==> src/rtl/genius_pkg.sv <==
// Shared definitions for the parametrised memory game: FSM state codes,
// LFSR geometry and small helper functions.
package genius_pkg;

  typedef enum logic [3:0] {
    INICIAL     = 4'd0,
    GERA        = 4'd2,
    MOSTRA      = 4'd3,
    PAUSA       = 4'd4,
    ESPERA      = 4'd5,
    COMPARA     = 4'd7,
    PROXIMA     = 4'd8,
    FIM_ACERTO  = 4'd10,
    FIM_ERRO    = 4'd14,
    FIM_TIMEOUT = 4'd15
  } estado_t;

  localparam int LFSR_W = 8;
  // Fibonacci taps for x^8+x^6+x^5+x^4+1, expressed as bit positions 7,5,4,3.
  localparam logic [LFSR_W-1:0] LFSR_TAPS = 8'b1011_1000;

  function automatic logic [LFSR_W-1:0] lfsr_next(input logic [LFSR_W-1:0] v);
    return {v[LFSR_W-2:0], ^(v & LFSR_TAPS)};
  endfunction

  function automatic logic [7:0] onehot(input logic [2:0] idx);
    return 8'b1 << idx;
  endfunction

endpackage

==> src/rtl/gerador_lfsr.sv <==
// 8-bit Fibonacci LFSR that steps only when enabled and reloads its seed on reset.
module gerador_lfsr
  import genius_pkg::*;
#(
  parameter logic [LFSR_W-1:0] SEMENTE = 8'hA5
) (
  input  logic              clock,
  input  logic              reset,
  input  logic              enable,
  output logic [LFSR_W-1:0] q
);

  always_ff @(posedge clock) begin
    if (reset) q <= SEMENTE;
    else if (enable) q <= lfsr_next(q);
  end

endmodule

==> src/rtl/jogo_memoria_param.sv <==
// Simon-style memory game: grows a pseudo-random sequence one symbol per round,
// plays it on one-hot LEDs and checks the player's presses against it.
module jogo_memoria_param
  import genius_pkg::*;
#(
  parameter int          N_BOTOES    = 4,
  parameter int          MAX_RODADAS = 16,
  parameter int          T_MOSTRA    = 1000,
  parameter int          T_PAUSA     = 250,
  parameter int          T_TIMEOUT   = 3000,
  parameter logic [7:0]  SEMENTE     = 8'hA5
) (
  input  logic                clock,
  input  logic                reset,
  input  logic                jogar,
  input  logic                dificuldade,
  input  logic [N_BOTOES-1:0] botoes,
  output logic [N_BOTOES-1:0] leds,
  output logic [3:0]          estado,
  output logic [7:0]          pontuacao,
  output logic                pronto,
  output logic                ganhou,
  output logic                perdeu,
  output logic                timeout
);

  localparam int SYM_W   = $clog2(N_BOTOES);
  localparam int RW      = (MAX_RODADAS > 1) ? $clog2(MAX_RODADAS) : 1;
  localparam int TM_FAST = (T_MOSTRA / 2 > 0) ? T_MOSTRA / 2 : 1;
  localparam int TP_FAST = (T_PAUSA / 2 > 0) ? T_PAUSA / 2 : 1;
  localparam int T_MAX   = (T_MOSTRA > T_PAUSA) ? T_MOSTRA : T_PAUSA;
  localparam int TW      = $clog2(T_MAX + 1);
  localparam int TOW     = $clog2(T_TIMEOUT + 1);

  estado_t             state, state_n;
  logic [RW-1:0]       rodada, rodada_n, addr, addr_n;
  logic [TW-1:0]       tmr, tmr_n, tm_last, tp_last;
  logic [TOW-1:0]      tcnt, tcnt_n;
  logic [7:0]          pont_n;
  logic                dif_q, dif_n, prev_or, press;
  logic [N_BOTOES-1:0] padrao, padrao_n;
  logic [SYM_W-1:0]    mem [MAX_RODADAS];
  logic [SYM_W-1:0]    new_sym, sym_rd;
  logic [7:0]          lfsr_q, exp_full, led_full;

  gerador_lfsr #(.SEMENTE(SEMENTE)) u_lfsr (
    .clock  (clock),
    .reset  (reset),
    .enable (state == GERA),
    .q      (lfsr_q)
  );

  // Memory takes the value the LFSR steps to in this same GERA cycle.
  assign new_sym = SYM_W'(lfsr_next(lfsr_q) % N_BOTOES);
  assign tm_last = dif_q ? TW'(TM_FAST - 1) : TW'(T_MOSTRA - 1);
  assign tp_last = dif_q ? TW'(TP_FAST - 1) : TW'(T_PAUSA - 1);
  // botoes are level inputs; a press is only the cycle OR(botoes) rises 0->1.
  assign press    = (|botoes) & ~prev_or;
  assign exp_full = onehot(3'(mem[addr]));
  assign estado   = state;

  always_ff @(posedge clock) begin
    if (state == GERA) mem[rodada] <= new_sym;
  end

  always_comb begin
    state_n  = state;
    rodada_n = rodada;
    addr_n   = addr;
    tmr_n    = tmr;
    tcnt_n   = tcnt;
    pont_n   = pontuacao;
    dif_n    = dif_q;
    padrao_n = padrao;
    case (state)
      INICIAL, FIM_ACERTO, FIM_ERRO, FIM_TIMEOUT: begin
        if (jogar) begin
          dif_n    = dificuldade;
          pont_n   = '0;
          rodada_n = '0;
          addr_n   = '0;
          state_n  = GERA;
        end
      end
      GERA: begin
        addr_n  = '0;
        tmr_n   = '0;
        state_n = MOSTRA;
      end
      MOSTRA: begin
        if (tmr == tm_last) begin
          tmr_n   = '0;
          state_n = PAUSA;
        end else tmr_n = tmr + 1'b1;
      end
      PAUSA: begin
        if (tmr == tp_last) begin
          tmr_n = '0;
          if (addr < rodada) begin
            addr_n  = addr + 1'b1;
            state_n = MOSTRA;
          end else begin
            addr_n  = '0;
            tcnt_n  = '0;
            state_n = ESPERA;
          end
        end else tmr_n = tmr + 1'b1;
      end
      ESPERA: begin
        tcnt_n = tcnt + 1'b1;
        if (press) begin
          padrao_n = botoes;
          state_n  = COMPARA;
        end else if (tcnt == TOW'(T_TIMEOUT - 1)) begin
          state_n = FIM_TIMEOUT;
        end
      end
      COMPARA: begin
        if (padrao != exp_full[N_BOTOES-1:0]) begin
          state_n = FIM_ERRO;
        end else if (addr < rodada) begin
          addr_n  = addr + 1'b1;
          tcnt_n  = '0;
          state_n = ESPERA;
        end else begin
          state_n = PROXIMA;
        end
      end
      PROXIMA: begin
        pont_n = pontuacao + 8'd1;
        if ({1'b0, pontuacao} + 9'd1 == 9'(MAX_RODADAS)) begin
          state_n = FIM_ACERTO;
        end else begin
          rodada_n = rodada + 1'b1;
          state_n  = GERA;
        end
      end
      default: state_n = INICIAL;
    endcase
  end

  // Bypass the memory when the symbol being shown is the one written this cycle.
  always_comb begin
    sym_rd   = mem[addr_n];
    if (state == GERA && rodada == addr_n) sym_rd = new_sym;
    led_full = onehot(3'(sym_rd));
  end

  always_ff @(posedge clock) begin
    if (reset) begin
      state     <= INICIAL;
      rodada    <= '0;
      addr      <= '0;
      tmr       <= '0;
      tcnt      <= '0;
      pontuacao <= '0;
      dif_q     <= 1'b0;
      prev_or   <= 1'b0;
      padrao    <= '0;
      leds      <= '0;
      pronto    <= 1'b0;
      ganhou    <= 1'b0;
      perdeu    <= 1'b0;
      timeout   <= 1'b0;
    end else begin
      state     <= state_n;
      rodada    <= rodada_n;
      addr      <= addr_n;
      tmr       <= tmr_n;
      tcnt      <= tcnt_n;
      pontuacao <= pont_n;
      dif_q     <= dif_n;
      prev_or   <= |botoes;
      padrao    <= padrao_n;
      leds      <= (state_n == MOSTRA) ? led_full[N_BOTOES-1:0] : '0;
      pronto    <= (state_n == FIM_ACERTO) || (state_n == FIM_ERRO) || (state_n == FIM_TIMEOUT);
      ganhou    <= (state_n == FIM_ACERTO);
      perdeu    <= (state_n == FIM_ERRO) || (state_n == FIM_TIMEOUT);
      timeout   <= (state_n == FIM_TIMEOUT);
    end
  end

endmodule

==> config.mk <==
export PLATFORM = sky130hd
export DESIGN_NAME = jogo_memoria_param
export DESIGN_NICKNAME = d
export VERILOG_FILES = /design/src/rtl/genius_pkg.sv /design/src/rtl/gerador_lfsr.sv /design/src/rtl/jogo_memoria_param.sv
export SDC_FILE = /design/constraint.sdc
export NUM_CORES = 1
export LEC_CHECK = 0
export ABC_AREA = 1
export ABC_CLOCK_PERIOD_IN_PS = 2900
export BUFFER_PORTS_ARGS = -buffer_cell sky130_fd_sc_hd__buf_4
export CORE_MARGIN = 4
export CORE_UTILIZATION = 55
export CTS_BUF_LIST = sky130_fd_sc_hd__clkbuf_8 sky130_fd_sc_hd__clkbuf_16
export CTS_CLUSTER_SIZE = 16
export DETAILED_ROUTE_END_ITERATION = 16
export PLACE_DENSITY = 0.83
export RECOVER_POWER = 100
export SLEW_MARGIN = 20
export SYNTH_ARGS = -nofsm -noshare
export SYNTH_HDL_FRONTEND = slang
export SYNTH_SLANG_ARGS = --single-unit
==> constraint.sdc <==
create_clock -name clock -period 2.9 [get_ports clock]
set_input_delay 0.145 -clock clock [delete_from_list [all_inputs] [get_ports clock]]
set_output_delay 0.145 -clock clock [all_outputs]
set_load 0.05 [all_outputs]
==> results of run 1 <==
-- worst max-delay path, cell delays in order, from the launching register on --
cell	delay (ps)
dfxtp_4	450
buf_12	140
nand2_1	50
nand3_1	100
nand2_1	80
nor2_2	180
nand2_2	110
nand2_1	100
nor2_1	40
nand2_1	100
nand2_4	90
nor2_8	130
buf_6	120
nand2_1	50
nand3_2	90
nand2_4	80
buf_4	180
nand3_1	100
nand3_1	80
nand3_1	100
nand3_1	130
nand2_1	90
nand2_1	60
nor2_1	100
-- sequential cells by signal (all words and copies together) (netlist names), 8 cells and up --
name,cells
tcnt,12
mem,32
tmr,10
u_lfsr.q,8
pontuacao,8
-- repair_timing --
item | CTS | global route
resized for setup | 0 | 58
endpoints found under the setup margin | 0 | 8
setup buffers | 0 | 16
-- power groups by stage --
stage          registers [uW]  clock network [uW]  logic (uW)
6_report                 1590                 960         601
5_1_grt                  1590                1020         666
4_1_cts                  1590                 968         579
3_5_place_dp             1620                   0         577
3_3_place_gp             1610                   0         543
2_1_floorplan            1650                   0         367
-- final cells by class --
class,instances,share of cell area (%)
clock buffer,12,2.84
clock inverter,4,0.785
inverter,84,5.32
multi-input combinational,525,45.8
sequential,96,36.3
tap,129,2.60
timing repair buffer,56,6.38
-- metrics by stage --
stage	instance area [sq um]	worst slack, ps	total power [uW]
after global routing	6210	-173	3280
final	6210	78.2	3150
after floorplan	5340	240	2010
after global placement	5720	188	2160
after CTS	5950	42.7	3130
after detailed placement	5720	79.4	2190
-- per-layer routing --
| layer | global-route usage, % | vias to the layer above | routed length, microns |
|---|---|---|---|
| li1 | - | 2472 | - |
| met1 | 29.3 | 2413 | 5650 |
| met2 | 38.6 | 252 | 6650 |
| met3 | 4.68 | 57 | 1040 |
| met4 | 6.94 | 0 | 404 |
| met5 | 0 | - | 0 |
-- cells in the final DEF, fill, tap and decap left out, drive strengths merged, types with 14 or more instances in the layout --
master	instances
edfxtp	32
nor3	14
o21ai	30
inv	83
nor2	106
buf	31
nand2	188
a21oi	39
clkbuf	37
nand3	81
dfxtp	64
-- logic make-up after synthesis --
group	share of synthesized area, %
and+or+nand+nor	34.8
buffers and inverters	7.52
DFF	42.0
AOI/OAI and AO/OA	10.6
xor gates and xnor gates	2.30
adders and majority gates	2.81
-- path summary, 6_finish.rpt --
path / from / endpoint / slack [ps] / depth (start not counted)
worst max-delay path: addr[0]$_SDFF_PP0_ / leds[3]$_SDFF_PP0_ / 80 / 23
worst max register to register: addr[0]$_SDFF_PP0_ / leds[3]$_SDFF_PP0_ / 80 / 23
worst min register to register: u_lfsr.q[2]$_SDFFE_PP1P_ / u_lfsr.q[2]$_SDFFE_PP1P_ / 460 / 2
worst min-delay path: botoes[3] / prev_or$_SDFF_PP0_ / 20 / 3
==> out/qor.csv, run 1 <==
stage;metric;value;unit
synth;most frequent cells after synthesis;nand2_1, nor2_1, nand3_1;
power_and_ir_drop;LEAKAGE;0.00247;uW
critical_path;WP data required;3200;ps
critical_path;critical path type;flop to flop;
timing;Period minus WS final;2820;ps
synth;Netlist Area Pre-Place;5340;sq um
drt;TritonRoute pass-1 iters;6;
clocking;CTS buffer count;9;
floorplanning;Die ar.;11400;sq um
power_and_ir_drop;combinational share of power;19.1;%
drt;Routed WL;13700;microns
placement;gpl congestion;0.930;
floorplanning;IO Pins;28;
timing;Max Clock Freq;0.354;GHz
timing;Least-Margin Pin Slew;1390;ps
power_and_ir_drop;P_sw;966;uW
timing;WHS;15.7;ps
synth;Mapped Avg Cell Area;7.44;sq um
clocking;Max Root-Sink Buffers;2;
power_and_ir_drop;sw frac;30.7;%
drt;Vias;5194;
synth;post-synthesis sequential area ratio;42.0;%
outcome;status;finished clean;
critical_path;Critical Path AT;3120;ps
clocking;hold_buf cts;0;
synth;Yosys reg bits;96;
hold_path;Hold Crit Class;input port to flop;
synth;most common cell in the netlist;nand2_1;
power_and_ir_drop;VDD IR max;0.414;mV
timing;clk_skew;16.5;ps
timing;Hold Fails Final Rpt;0;
synth;Distinct cells, synth;50;
timing;setup_tns;0;ps
drt;ANT nets after route;0;
clocking;clk sink count;96;
synth;Synth top area share;24.0;%
synth;largest area contributor in the netlist;dfxtp_1;
timing;unrepaired setup endpoints after global routing;yes;
synth;Syn Nets;738;
clocking;H-tree depth;3;
synth;top_reg_cell synth;dfxtp_1;
timing;fin crit share;97.3;%
finish;Final Core Density;66.6;%
timing;final setup fails;0;
timing;Slew headroom;6.41;%
synth;largest cells by area after synthesis;dfxtp_1, edfxtp_1, nand2_1;
finish;Final Net Count;792;
finish;fillcell total;722;
placement;port bufs;27;
finish;final std cells w/o fill;906;
drt;Vias per Instance;5.73;
timing;Pins Over Slew Limit;0;
global_route;vias in the first global route;4556;
drt;DRT iter0 DRCs;578;
power_and_ir_drop;Pwr per Cell Area;506;nW/um^2
power_and_ir_drop;Sequential Power Share;50.4;%
finish;Syn-to-layout area delta;16.4;%
synth;Synthesis Warnings;0;
finish;Reg area;2260;sq um
clocking;CTS root buf;clkbuf_8;
synth;Post-synth EDFFs;32;
power_and_ir_drop;clock power share;30.5;%
critical_path;worst-path maximum fanout;6;
global_route;largest net degree at the start of global routing;30;
clocking;clock latency at the later pin of the worst-skew pair;370;ps
power_and_ir_drop;Int Power;2180;uW
synth;asr flop ratio synth;0;%
floorplanning;Starting Density;57.3;%
critical_path;Setup crit end kind;flop;
clocking;Reg clk slew, reported paths;100;ps
global_route;antenna violations before repair;0;
global_route;Overall Global Routing Usage;22.7;%
synth;Syn Inst Count;718;
floorplanning;Core Region;9330;sq um
global_route;first-pass GRT wire length;21200;microns
global_route;GR Overflow Total;0;
critical_path;element type at the critical path start;flop;
clocking;CTS tree;yes;
flow_run;Max-Cap Viols;0;
drt;Routed WL per cell;15.2;microns
drt;drt drc;0;
finish;share of cells above drive strength 1;17.6;%
floorplanning;die height;107;microns
floorplanning;die span in x;107;microns
finish;area occupied by multi-input gates;2840;sq um
placement;DP Cell Count;872;
floorplanning;row cnt;35;
placement;DP Wirelength;9300;microns
finish;diode count;0;
Power figures use the tool's default switching activity.
==> run 2: changes to the inputs <==
--- a/config.mk
+++ b/config.mk
@@ -8,13 +8,15 @@
 export ABC_AREA = 1
 export ABC_CLOCK_PERIOD_IN_PS = 2900
 export BUFFER_PORTS_ARGS = -buffer_cell sky130_fd_sc_hd__buf_4
-export CORE_MARGIN = 4
+export CORE_MARGIN = 2
 export CORE_UTILIZATION = 55
 export CTS_BUF_LIST = sky130_fd_sc_hd__clkbuf_8 sky130_fd_sc_hd__clkbuf_16
 export CTS_CLUSTER_SIZE = 16
 export DETAILED_ROUTE_END_ITERATION = 16
+export MAX_ROUTING_LAYER = met4
 export PLACE_DENSITY = 0.83
 export RECOVER_POWER = 100
+export SETUP_SLACK_MARGIN = 0.4
 export SLEW_MARGIN = 20
 export SYNTH_ARGS = -nofsm -noshare
 export SYNTH_HDL_FRONTEND = slang
==> out/qor.csv, run 2 (synthesized netlist as in run 1, its figures left out) <==
stage;metric;value;unit;change
global_route;GR Overflow Total;0;;unchanged
finish;Final Core Density;66.8;%;+0.21 points
drt;ANT nets after route;0;;unchanged
critical_path;WP data required;3160;ps;-40 ps
power_and_ir_drop;Pwr per Cell Area;477;nW/um^2;-5.8%
outcome;status;finished clean;;
critical_path;worst-path maximum fanout;5;;-1
clocking;clock latency at the later pin of the worst-skew pair;370;ps;about the same
finish;area occupied by multi-input gates;2890;sq um;+1.5%
finish;Syn-to-layout area delta;16.7;%;
clocking;clk sink count;96;;unchanged
hold_path;worst hold path depth;3;;unchanged
drt;DRT iter0 DRCs;454;;-21%
critical_path;r2r setup slk;120;ps;+40 ps
placement;Placed Area;5740;sq um;+0.24%
drt;TritonRoute pass-1 iters;5;;-1
timing;Pins Over Slew Limit;0;;unchanged
critical_path;Critical Path AT;3040;ps;-80 ps
finish;design area;6230;sq um;+0.32%
floorplanning;Starting Density;57.3;%;unchanged
critical_path;element type at the critical path start;flop;;
floorplanning;row cnt;35;;unchanged
floorplanning;die height;103;microns;-3.8%
critical_path;Setup crit end kind;flop;;
floorplanning;Die ar.;10500;sq um;-7.4%
finish;diode count;0;;unchanged
finish;share of cells above drive strength 1;18.6;%;+0.93 points
floorplanning;Core Region;9330;sq um;unchanged
placement;post-place setup slack;103;ps;+23.6 ps
timing;Least-Margin Pin Slew;756;ps;-638 ps
timing;Period minus WS final;2780;ps;-41.0 ps
floorplanning;IO Pins;28;;unchanged
drt;Routed WL;13900;microns;+1.1%
timing;fin crit share;95.9;%;-1.4 points
finish;top flop regs;mem: 32 flops, tcnt: 12 flops, tmr: 10 flops;;
finish;fillcell total;771;;+6.8%
finish;Final Net Count;796;;+0.51%
hold_path;Hold Crit Class;input port to flop;;
global_route;antenna violations before repair;0;;unchanged
finish;most frequent cells in the layout;nand2_1, nor2_1, nand3_1;;
global_route;first-pass GRT wire length;22000;microns;+4.0%
critical_path;FF-to-FF Start;tmr[0]$_SDFFE_PP0P_;;
finish;largest reg by FF count;mem;;
drt;Routed WL per cell;15.3;microns;+0.67%
power_and_ir_drop;VDD IR max;0.397;mV;-3.9%
placement;DP Wirelength;9470;microns;+1.9%
timing;clk_skew;18.6;ps;+2.12 ps
clocking;Max Root-Sink Buffers;2;;unchanged
timing;WHS;14.8;ps;-0.910 ps
flow_run;Max-Cap Viols;0;;unchanged
drt;drt drc;0;;unchanged
placement;gpl congestion;1.00;;+7.9%
floorplanning;die span in x;103;microns;-3.8%
clocking;H-tree depth;3;;unchanged
drt;Vias;5181;;-0.25%
global_route;Overall Global Routing Usage;27.7;%;+4.9 points
clocking;CTS root buf;clkbuf_8;;
hold_path;Hold Path Sink;prev_or$_SDFF_PP0_;;
timing;final setup fails;0;;unchanged
power_and_ir_drop;LEAKAGE;0.00249;uW;+0.74%
clocking;CTS tree;yes;;
timing;worst setup margin;119;ps;+41.0 ps
clocking;CTS buffer count;9;;unchanged
timing;unrepaired setup endpoints after global routing;yes;;
drt;Vias per Instance;5.69;;-0.69%
critical_path;reg-to-reg critical path endpoint;leds[2]$_SDFF_PP0_;;
timing;Hold Fails Final Rpt;0;;unchanged
global_route;largest net degree at the start of global routing;30;;unchanged
placement;port bufs;27;;unchanged
clocking;hold_buf cts;0;;unchanged
critical_path;critical path type;flop to flop;;
critical_path;R2R depth;13;;-43%
timing;Max Clock Freq;0.360;GHz;+1.5%
finish;Largest register FFs;32;;unchanged
finish;most common cell after layout, fill and taps aside;nand2_1;;
clocking;Reg clk slew, reported paths;100;ps;about the same
hold_path;hold_sp;botoes[3];;
global_route;vias in the first global route;4874;;+7.0%
timing;Slew headroom;49.6;%;+43 points
finish;Reg area;2260;sq um;+0.11%
## run 2: changes by cell type in the layout (fill, tap and decap cells not counted), sizes merged
cell      previous run  this run
inv                 83        85
buf                 31        38
bufinv               1         0
clkbuf              37        31
clkinv               4         1
clkinvlp             0         5
## run 2: layout make-up
| cell class | count | share of cell area, % |
|---|---|---|
| Clock buffer | 9 | 1.99 |
| Clock inverter | 7 | 0.763 |
| Inverter | 84 | 5.42 |
| Multi-Input combinational cell | 525 | 46.3 |
| Sequential cell | 96 | 36.2 |
| Tap cell | 129 | 2.59 |
| Timing Repair Buffer | 60 | 6.70 |
## run 2: what timing repair did
| item | CTS | global route |
|---|---|---|
| endpoints found under the setup margin | 14 | 19 |
| setup buffers | 10 | 7 |
| gates cloned | 1 | 0 |
| pin swaps | 13 | 8 |
| gates resized for setup | 45 | 27 |
## run 2: per-layer routing
metal	up-vias	global-route usage, %	wire (microns)
li1	2491	-	-
met1	2387	33.2	5630
met2	251	45.1	6780
met3	52	5.76	1050
met4	0	12.1	429
met5	-	-	0
## run 2: worst max-delay path by stage
| stage | start | to | slack [ps] | cells after the start |
|---|---|---|---|---|
| after floorplan | rodada[1]$_SDFFE_PP0P_ | tcnt[10]$_SDFFE_PP0P_ | 400 | 15 |
| after global placement | addr[2]$_SDFF_PP0_ | leds[3]$_SDFF_PP0_ | 210 | 22 |
| after detailed placement | rodada[1]$_SDFFE_PP0P_ | tcnt[10]$_SDFFE_PP0P_ | 100 | 15 |
| after CTS | addr[0]$_SDFF_PP0_ | leds[2]$_SDFF_PP0_ | 250 | 21 |
| after global routing | tmr[0]$_SDFFE_PP0P_ | leds[1]$_SDFF_PP0_ | -130 | 13 |
| final | tmr[0]$_SDFFE_PP0P_ | leds[2]$_SDFF_PP0_ | 120 | 13 |
## run 2: power breakdown
part           total, uW  internal [uW]  switching, uW
clock                779            309            471
sequential          1580           1520           62.7
combinational        611            171            440
## run 2: through the flow
step	total power, uW	TNS, ps	std cells
after CTS	2980	0	903
after floorplan	2020	0	718
after detailed placement	2200	0	876
after global routing	3120	-475	910
after global placement	2170	0	876
final	2970	0	910
## run 2: critical path, cell delays in order, from the launching register on
cell and delay [ps]:
dfxtp_1 410, ha_1 200, inv_1 50, nor3_1 190, nand3_1 170, nand2_1 120, nand2_1 120, a2111oi_0 490
a21boi_0 480, nor2_1 100, nand2_1 120, nor2_4 50, nand2_1 100, nor2_1 40
